--- config.mk ---
export PLATFORM = sky130hd
export DESIGN_NAME = ssd_scan_ctrl_flat
export DESIGN_NICKNAME = d
export VERILOG_FILES = /design/src/rtl/ssd_scan_ctrl_if.sv /design/src/rtl/ssd_scan_ctrl.sv /design/src/flat_wrapper.sv
export SDC_FILE = /design/constraint.sdc
export NUM_CORES = 1
export LEC_CHECK = 0
export ABC_CLOCK_PERIOD_IN_PS = 3900
export CAP_MARGIN = 20
export CORE_ASPECT_RATIO = 1.2
export CORE_MARGIN = 1
export CORE_UTILIZATION = 35
export DETAILED_ROUTE_END_ITERATION = 10
export PLACE_DENSITY = 0.66
export SETUP_SLACK_MARGIN = 0.2
export SYNTH_ARGS = -nofsm -noshare
export SYNTH_HDL_FRONTEND = slang
export SYNTH_SLANG_ARGS = --single-unit
--- constraint.sdc ---
create_clock -name clk -period 3.9 [get_ports clk]
set_input_delay 0.975 -clock clk [delete_from_list [all_inputs] [get_ports clk]]
set_output_delay 0.975 -clock clk [all_outputs]
set_load 0.02 [all_outputs]
--- src/rtl/ssd_scan_ctrl_if.sv ---
// Display-word handshake into the seven-segment scan controller.
// A word is transferred on any clock edge where in_valid and in_ready are both high.
interface ssd_scan_ctrl_if;
  localparam int unsigned BCD_W = 16;
  localparam int unsigned DP_W  = 4;

  logic             in_valid;
  logic             in_ready;
  logic [BCD_W-1:0] in_bcd;
  logic [DP_W-1:0]  in_dp;

  modport master (
    output in_valid,
    output in_bcd,
    output in_dp,
    input  in_ready
  );

  modport slave (
    input  in_valid,
    input  in_bcd,
    input  in_dp,
    output in_ready
  );
endinterface

--- src/rtl/ssd_scan_ctrl.sv ---
// Four-digit seven-segment scan controller: time-multiplexes a BCD word onto shared
// active-low segment lines, swapping in new words only at frame boundaries.
module ssd_scan_ctrl #(
  parameter int unsigned BLANK_CYC = 16
) (
  input  logic           clk,
  input  logic           rst_n,
  input  logic           scan_en,
  input  logic           lz_en,
  ssd_scan_ctrl_if.slave in_if,
  output logic [3:0]     ssd_ctl,
  output logic [7:0]     ssd_seg,
  output logic           frame_done
);

  localparam int unsigned DIG_N = 4;
  localparam int unsigned DIG_W = 4;
  localparam int unsigned BCD_W = DIG_N * DIG_W;
  localparam int unsigned IDX_W = 2;
  localparam int unsigned SEG_W = 8;
  localparam int unsigned CNT_W = 8;

  // IDLE holds the display dark after reset until the first scan strobe.
  typedef enum logic [1:0] {
    S_IDLE,
    S_BLANK,
    S_DRIVE
  } state_e;

  // Segment pattern a..g (active-low) for one BCD code; non-decimal codes show a dash.
  function automatic logic [6:0] seg7(input logic [DIG_W-1:0] dig);
    logic [6:0] pat;
    case (dig)
      4'd0:    pat = 7'h01;
      4'd1:    pat = 7'h4F;
      4'd2:    pat = 7'h12;
      4'd3:    pat = 7'h06;
      4'd4:    pat = 7'h4C;
      4'd5:    pat = 7'h24;
      4'd6:    pat = 7'h20;
      4'd7:    pat = 7'h0F;
      4'd8:    pat = 7'h00;
      4'd9:    pat = 7'h04;
      default: pat = 7'h7E;
    endcase
    return pat;
  endfunction

  state_e             state_q, state_d;
  logic [IDX_W-1:0]   idx_q, idx_d;
  logic [CNT_W-1:0]   blank_cnt_q, blank_cnt_d;
  logic [BCD_W-1:0]   pend_bcd_q, pend_bcd_d;
  logic [DIG_N-1:0]   pend_dp_q, pend_dp_d;
  logic               pend_full_q, pend_full_d;
  logic [BCD_W-1:0]   act_bcd_q, act_bcd_d;
  logic [DIG_N-1:0]   act_dp_q, act_dp_d;
  logic [DIG_N-1:0]   ctl_q, ctl_d;
  logic [SEG_W-1:0]   seg_q, seg_d;
  logic               frame_done_q, frame_done_d;
  logic               in_ready_q, in_ready_d;

  logic               accept_c;
  logic [DIG_W-1:0]   cur_dig_c;
  logic [DIG_N-1:0]   lz_zero_c;
  logic               lz_blank_c;
  logic [DIG_N-1:0]   drive_ctl_c;
  logic [SEG_W-1:0]   drive_seg_c;

  assign accept_c = in_if.in_valid & in_ready_q;

  // lz_zero_c[k]: digit k and every more significant digit of the active word are zero.
  always_comb begin
    logic all_zero;
    all_zero  = 1'b1;
    lz_zero_c = '0;
    for (int k = DIG_N - 1; k >= 0; k--) begin
      all_zero     = all_zero & (act_bcd_q[DIG_W*k +: DIG_W] == '0);
      lz_zero_c[k] = all_zero;
    end
  end

  // Pattern for the currently selected digit; the decimal point survives zero blanking.
  always_comb begin
    cur_dig_c   = act_bcd_q[DIG_W*idx_q +: DIG_W];
    lz_blank_c  = lz_en & (idx_q != '0) & lz_zero_c[idx_q];
    drive_ctl_c = ~(DIG_N'(1) << idx_q);
    drive_seg_c = {(lz_blank_c ? 7'h7F : seg7(cur_dig_c)), ~act_dp_q[idx_q]};
  end

  always_comb begin
    state_d      = state_q;
    idx_d        = idx_q;
    blank_cnt_d  = blank_cnt_q;
    pend_bcd_d   = pend_bcd_q;
    pend_dp_d    = pend_dp_q;
    pend_full_d  = pend_full_q;
    act_bcd_d    = act_bcd_q;
    act_dp_d     = act_dp_q;
    ctl_d        = ctl_q;
    seg_d        = seg_q;
    frame_done_d = 1'b0;

    if (scan_en) begin
      idx_d       = idx_q + IDX_W'(1);
      blank_cnt_d = CNT_W'(BLANK_CYC);
      ctl_d       = '1;
      seg_d       = '1;
      state_d     = S_BLANK;
      // Wrap 3->0: the frame boundary is the only point where the active word changes.
      if (idx_q == IDX_W'(DIG_N - 1)) begin
        frame_done_d = 1'b1;
        if (pend_full_q) begin
          act_bcd_d   = pend_bcd_q;
          act_dp_d    = pend_dp_q;
          pend_full_d = 1'b0;
        end
      end
    end else begin
      case (state_q)
        S_IDLE: state_d = S_IDLE;
        S_BLANK: begin
          if (blank_cnt_q != '0) begin
            blank_cnt_d = blank_cnt_q - CNT_W'(1);
          end else begin
            ctl_d   = drive_ctl_c;
            seg_d   = drive_seg_c;
            state_d = S_DRIVE;
          end
        end
        S_DRIVE: begin
          ctl_d = drive_ctl_c;
          seg_d = drive_seg_c;
        end
        default: state_d = S_IDLE;
      endcase
    end

    // Accept only ever happens into an empty pending slot, so it never collides with the transfer.
    if (accept_c) begin
      pend_bcd_d  = in_if.in_bcd;
      pend_dp_d   = in_if.in_dp;
      pend_full_d = 1'b1;
    end

    in_ready_d = ~pend_full_d;
  end

  always_ff @(posedge clk or negedge rst_n) begin
    if (!rst_n) begin
      state_q      <= S_IDLE;
      idx_q        <= '0;
      blank_cnt_q  <= '0;
      pend_bcd_q   <= '0;
      pend_dp_q    <= '0;
      pend_full_q  <= 1'b0;
      act_bcd_q    <= '0;
      act_dp_q     <= '0;
      ctl_q        <= '1;
      seg_q        <= '1;
      frame_done_q <= 1'b0;
      in_ready_q   <= 1'b1;
    end else begin
      state_q      <= state_d;
      idx_q        <= idx_d;
      blank_cnt_q  <= blank_cnt_d;
      pend_bcd_q   <= pend_bcd_d;
      pend_dp_q    <= pend_dp_d;
      pend_full_q  <= pend_full_d;
      act_bcd_q    <= act_bcd_d;
      act_dp_q     <= act_dp_d;
      ctl_q        <= ctl_d;
      seg_q        <= seg_d;
      frame_done_q <= frame_done_d;
      in_ready_q   <= in_ready_d;
    end
  end

  assign ssd_ctl         = ctl_q;
  assign ssd_seg         = seg_q;
  assign frame_done      = frame_done_q;
  assign in_if.in_ready  = in_ready_q;

endmodule
--- src/flat_wrapper.sv ---
// flat-port wrapper written by rule: the top's interface ports become plain ports
module ssd_scan_ctrl_flat 
#(
  parameter int unsigned BLANK_CYC = 16
)
  (clk, rst_n, scan_en, lz_en, ssd_ctl, ssd_seg, frame_done, in_if_in_valid, in_if_in_bcd, in_if_in_dp, in_if_in_ready);
  ssd_scan_ctrl_if in_if_i ();
  input  logic clk;
  input  logic rst_n;
  input  logic scan_en;
  input  logic lz_en;
  output logic [3:0] ssd_ctl;
  output logic [7:0] ssd_seg;
  output logic frame_done;
  input wire logic [$bits(in_if_i.in_valid)-1:0] in_if_in_valid;
  input wire logic [$bits(in_if_i.in_bcd)-1:0] in_if_in_bcd;
  input wire logic [$bits(in_if_i.in_dp)-1:0] in_if_in_dp;
  output wire logic [$bits(in_if_i.in_ready)-1:0] in_if_in_ready;
  assign in_if_i.in_valid = in_if_in_valid;
  assign in_if_i.in_bcd = in_if_in_bcd;
  assign in_if_i.in_dp = in_if_in_dp;
  assign in_if_in_ready = in_if_i.in_ready;
  ssd_scan_ctrl #(.BLANK_CYC(BLANK_CYC)) u_core (.clk(clk), .rst_n(rst_n), .scan_en(scan_en), .lz_en(lz_en), .in_if(in_if_i), .ssd_ctl(ssd_ctl), .ssd_seg(ssd_seg), .frame_done(frame_done));
endmodule
==> impl_metrics.ini <==
[floorplan]
num_rows = 37
pin_count = 39
die_w_um = 87.82
coreArea_um2 = 8564
die-area_um2 = 9218
initial_core_util = 0.3611
dieHeight_um = 105.0

[sta]
fin_crit_ns = 2.619
max_freq_ghz = 0.3818
slew_viol_final = 0
holdWs_ns = 0.4988
tns_ns = 0
grt_setup_unrepaired = no
worstMarginPinSlew_ns = 0.8936
fin_skew_ns = 0.007709
final-setup-viol-count = 0
worst_slack_ns = 1.281
fin_crit_sh = 0.6715
maxSlewHeadroom = 0.4028
final-hold-violation-count = 0

[yosys]
synth_common_cells = dfrtp_1 (54), mux2_2 (42), nor2_1 (22)
ys_top_cells_by_area = dfrtp_1 (44%), mux2_2 (15%), dfstp_2 (11%), ha_1 (4.9%), nor2_1 (2.7%)
netlist_area_um2 = 3093
yosys.area.top_type = dfrtp_1
syn-num-nets = 277
synth_seq_cells = 67
synth_top_area_share = 0.4369
avgSynthCellArea_um2 = 12.89
async_flop_share = 1.000
synth_cells = 240
synth.distinct_cells = 40
synth_top_flop_cell = dfrtp_1
yosys_warnings = 0
synth.most_common_cell = dfrtp_1
yosysSeqAreaShare = 0.5473
synth_edf_count = 0

[worst_setup_path]
reg2reg_to = u_core.ssd_seg[3]
cp_top_family = buffers and inverters
cp_slowest_cell = clkdlybuf4s50_1
crit_type = input pin to flip-flop
r2r-start = u_core.idx_q[0]
cp-end-kind = flip-flop
cpPeakStageDelay_ns = 0.70
reg2reg_slack_ns = 1.56
crit_arrival_ns = 2.83
critPathBufInv = 2
critPathMostFrequentCell = nand2_1
worstRegToRegCells = 7
crit_required_ns = 4.11
crit_chain = clkdlybuf4s50_1 > nand2_1 > inv_1 > nand2_1 > mux2_2
worst-path-max-fanout = 20
cp-start-kind = input pin

[placed_design]
place_hpwl_mm = 4.151
dpl_worst_slack_ns = 0.9084
io_buffer_count = 38
place_congestion = 0.7162

[global_routing]
grt_pass1_vias = 1906
grt_usage = 0.1363
globalRouteMet2Util = 0.2176
top_usage_layer = met2
grt_overflow = 0
antenna_found_initial = 0
met1_usage = 0.1728
grt_max_degree = 38
globalRouteMet3Util = 0.03870
grt_pass1_wl_mm = 9.501

[worst_hold_path]
min_path_cells = 2
hold_start = u_core.ssd_seg[5]
hold_class = flip-flop to flip-flop
hold_end = u_core.ssd_seg[5]

[routing]
antenna_left = 0
drt_iter0_drc = 47
wl_per_cell_um = 13.87
firstDrtPassIters = 4
vias_per_cell = 4.813
vias = 1930
finalWirelength_mm = 5.563
remaining_drc_errors = 0

[clocking]
cts_resized = 0
cts.clk_slew.worst_paths_ns = 0.06
clk_latency_ns = 0.34
numClockSinks = 67
cts_tree = yes
clockRootBuffer = clkbuf_8
htreeDepth = 3
cts_setup_buffers = 0
postCtsHoldBufs = 0
cts_max_path_buffers = 2
cts_inserted_buffers = 9

[power]
p_leak_nw = 1.601
clkPwrFrac = 0.183
comb_power_share = 0.406
switching_share = 0.3406
max-vdd-ir-drop_v = 0.0003179
switchingPower_mw = 1.043
internal-power_mw = 2.020
p_per_area_nw_per_um2 = 813.0
pwr-share-seq = 0.411

[layout]
drive_gt1_frac = 0.2887
diodes = 0
synthToLayoutAreaGrowth_pct = 21.84
fill_cells = 801
nNetsFinal = 317
final_util = 0.4400

[outcome]
run_status = finished, final reports clean

[flow_run]
max_cap_viol_count = 0
worst max-delay path by stage:
stage	from	endpoint	cells past startpoint
5_1_grt	scan_en	u_core.act_bcd_q[9]	5
3_3_place_gp	scan_en	u_core.act_bcd_q[2]	5
4_1_cts	scan_en	u_core.act_bcd_q[9]	5
6_report	scan_en	u_core.act_bcd_q[9]	5
2_1_floorplan	scan_en	u_core.act_bcd_q[0]	6
3_5_place_dp	scan_en	u_core.act_bcd_q[6]	5
state kept, by name (all words and copies together), names as in the netlist:
register / cells
u_core.in_if.in_ready: 1
u_core.pend_dp_q: 4
u_core.ssd_ctl: 4
u_core.ssd_seg: 8
u_core.pend_bcd_q: 16
u_core.state_q: 2
u_core.idx_q: 2
u_core.blank_cnt_q: 8
u_core.act_dp_q: 4
u_core.act_bcd_q: 16
u_core.pend_full_q: 1
u_core.frame_done: 1
cells by family after synthesis:
| group | Yosys count | synth area share |
|---|---|---|
| buffers and inverters | 23 | 0.03358 |
| adders and majority gates | 12 | 0.04854 |
| AOI/OAI and AO/OA | 32 | 0.07444 |
| and+or+nand+nor | 52 | 0.08374 |
| xor gates and xnor gates | 5 | 0.01416 |
| DFF | 67 | 0.5473 |
| muxes | 49 | 0.1982 |
through the flow:
step / power, mW / instance area, µm² / std cells
detailed placement: 2.540 / 3575 / 386
global placement: 2.477 / 3575 / 386
floorplan: 2.209 / 3093 / 240
CTS: 3.114 / 3769 / 401
finish: 3.064 / 3769 / 401
global route: 3.307 / 3769 / 401
cells in the final DEF, fill, tap and decap left out, types with 3 or more instances in the layout:
master           count
mux2_2              42
mux4_2               3
a21oi_1              9
buf_4                3
xor2_1               4
clkdlybuf4s50_1     37
o21ai_0              3
dfrtp_1             54
a31oi_1              6
nor4_1               3
clkbuf_8            11
nand2_1             10
nor2b_1              3
inv_1               11
or4_1                3
dfstp_2             13
ha_1                12
nor2_1              22
cell type report:
type,count,area [µm²],area share
multi-input combinational,150,1296,0.3440
sequential,67,1693,0.4492
clock inverter,2,35.03,0.009296
clock buffer,13,158.9,0.04216
timing repair buffer,41,397.9,0.1056
tap,117,146.4,0.03884
inverter,11,41.29,0.01096
power by group through the flow:
stage	Sequential (mW)	Clock [mW]	Combinational, mW
6_report	1.26	0.560	1.25
5_1_grt	1.31	0.613	1.39
4_1_cts	1.27	0.583	1.26
3_5_place_dp	1.28	0	1.26
3_3_place_gp	1.26	0	1.21
2_1_floorplan	1.23	0	0.983
per-layer routing:
metal	wire length (µm)	up-vias
met1	2443	960
met2	2831	41
met5	0	-
met4	57	0
li1	-	923
met3	231	6
worst register-to-register path, cell delays in order (launching register included):
cell,delay [ns]
dfrtp_1,0.65
mux4_1,0.70
inv_1,0.17
ha_1,0.16
inv_1,0.03
mux2_2,0.26
o21ai_0,0.15
a31oi_1,0.11
No activity file was read; power rests on OpenSTA's default activity.
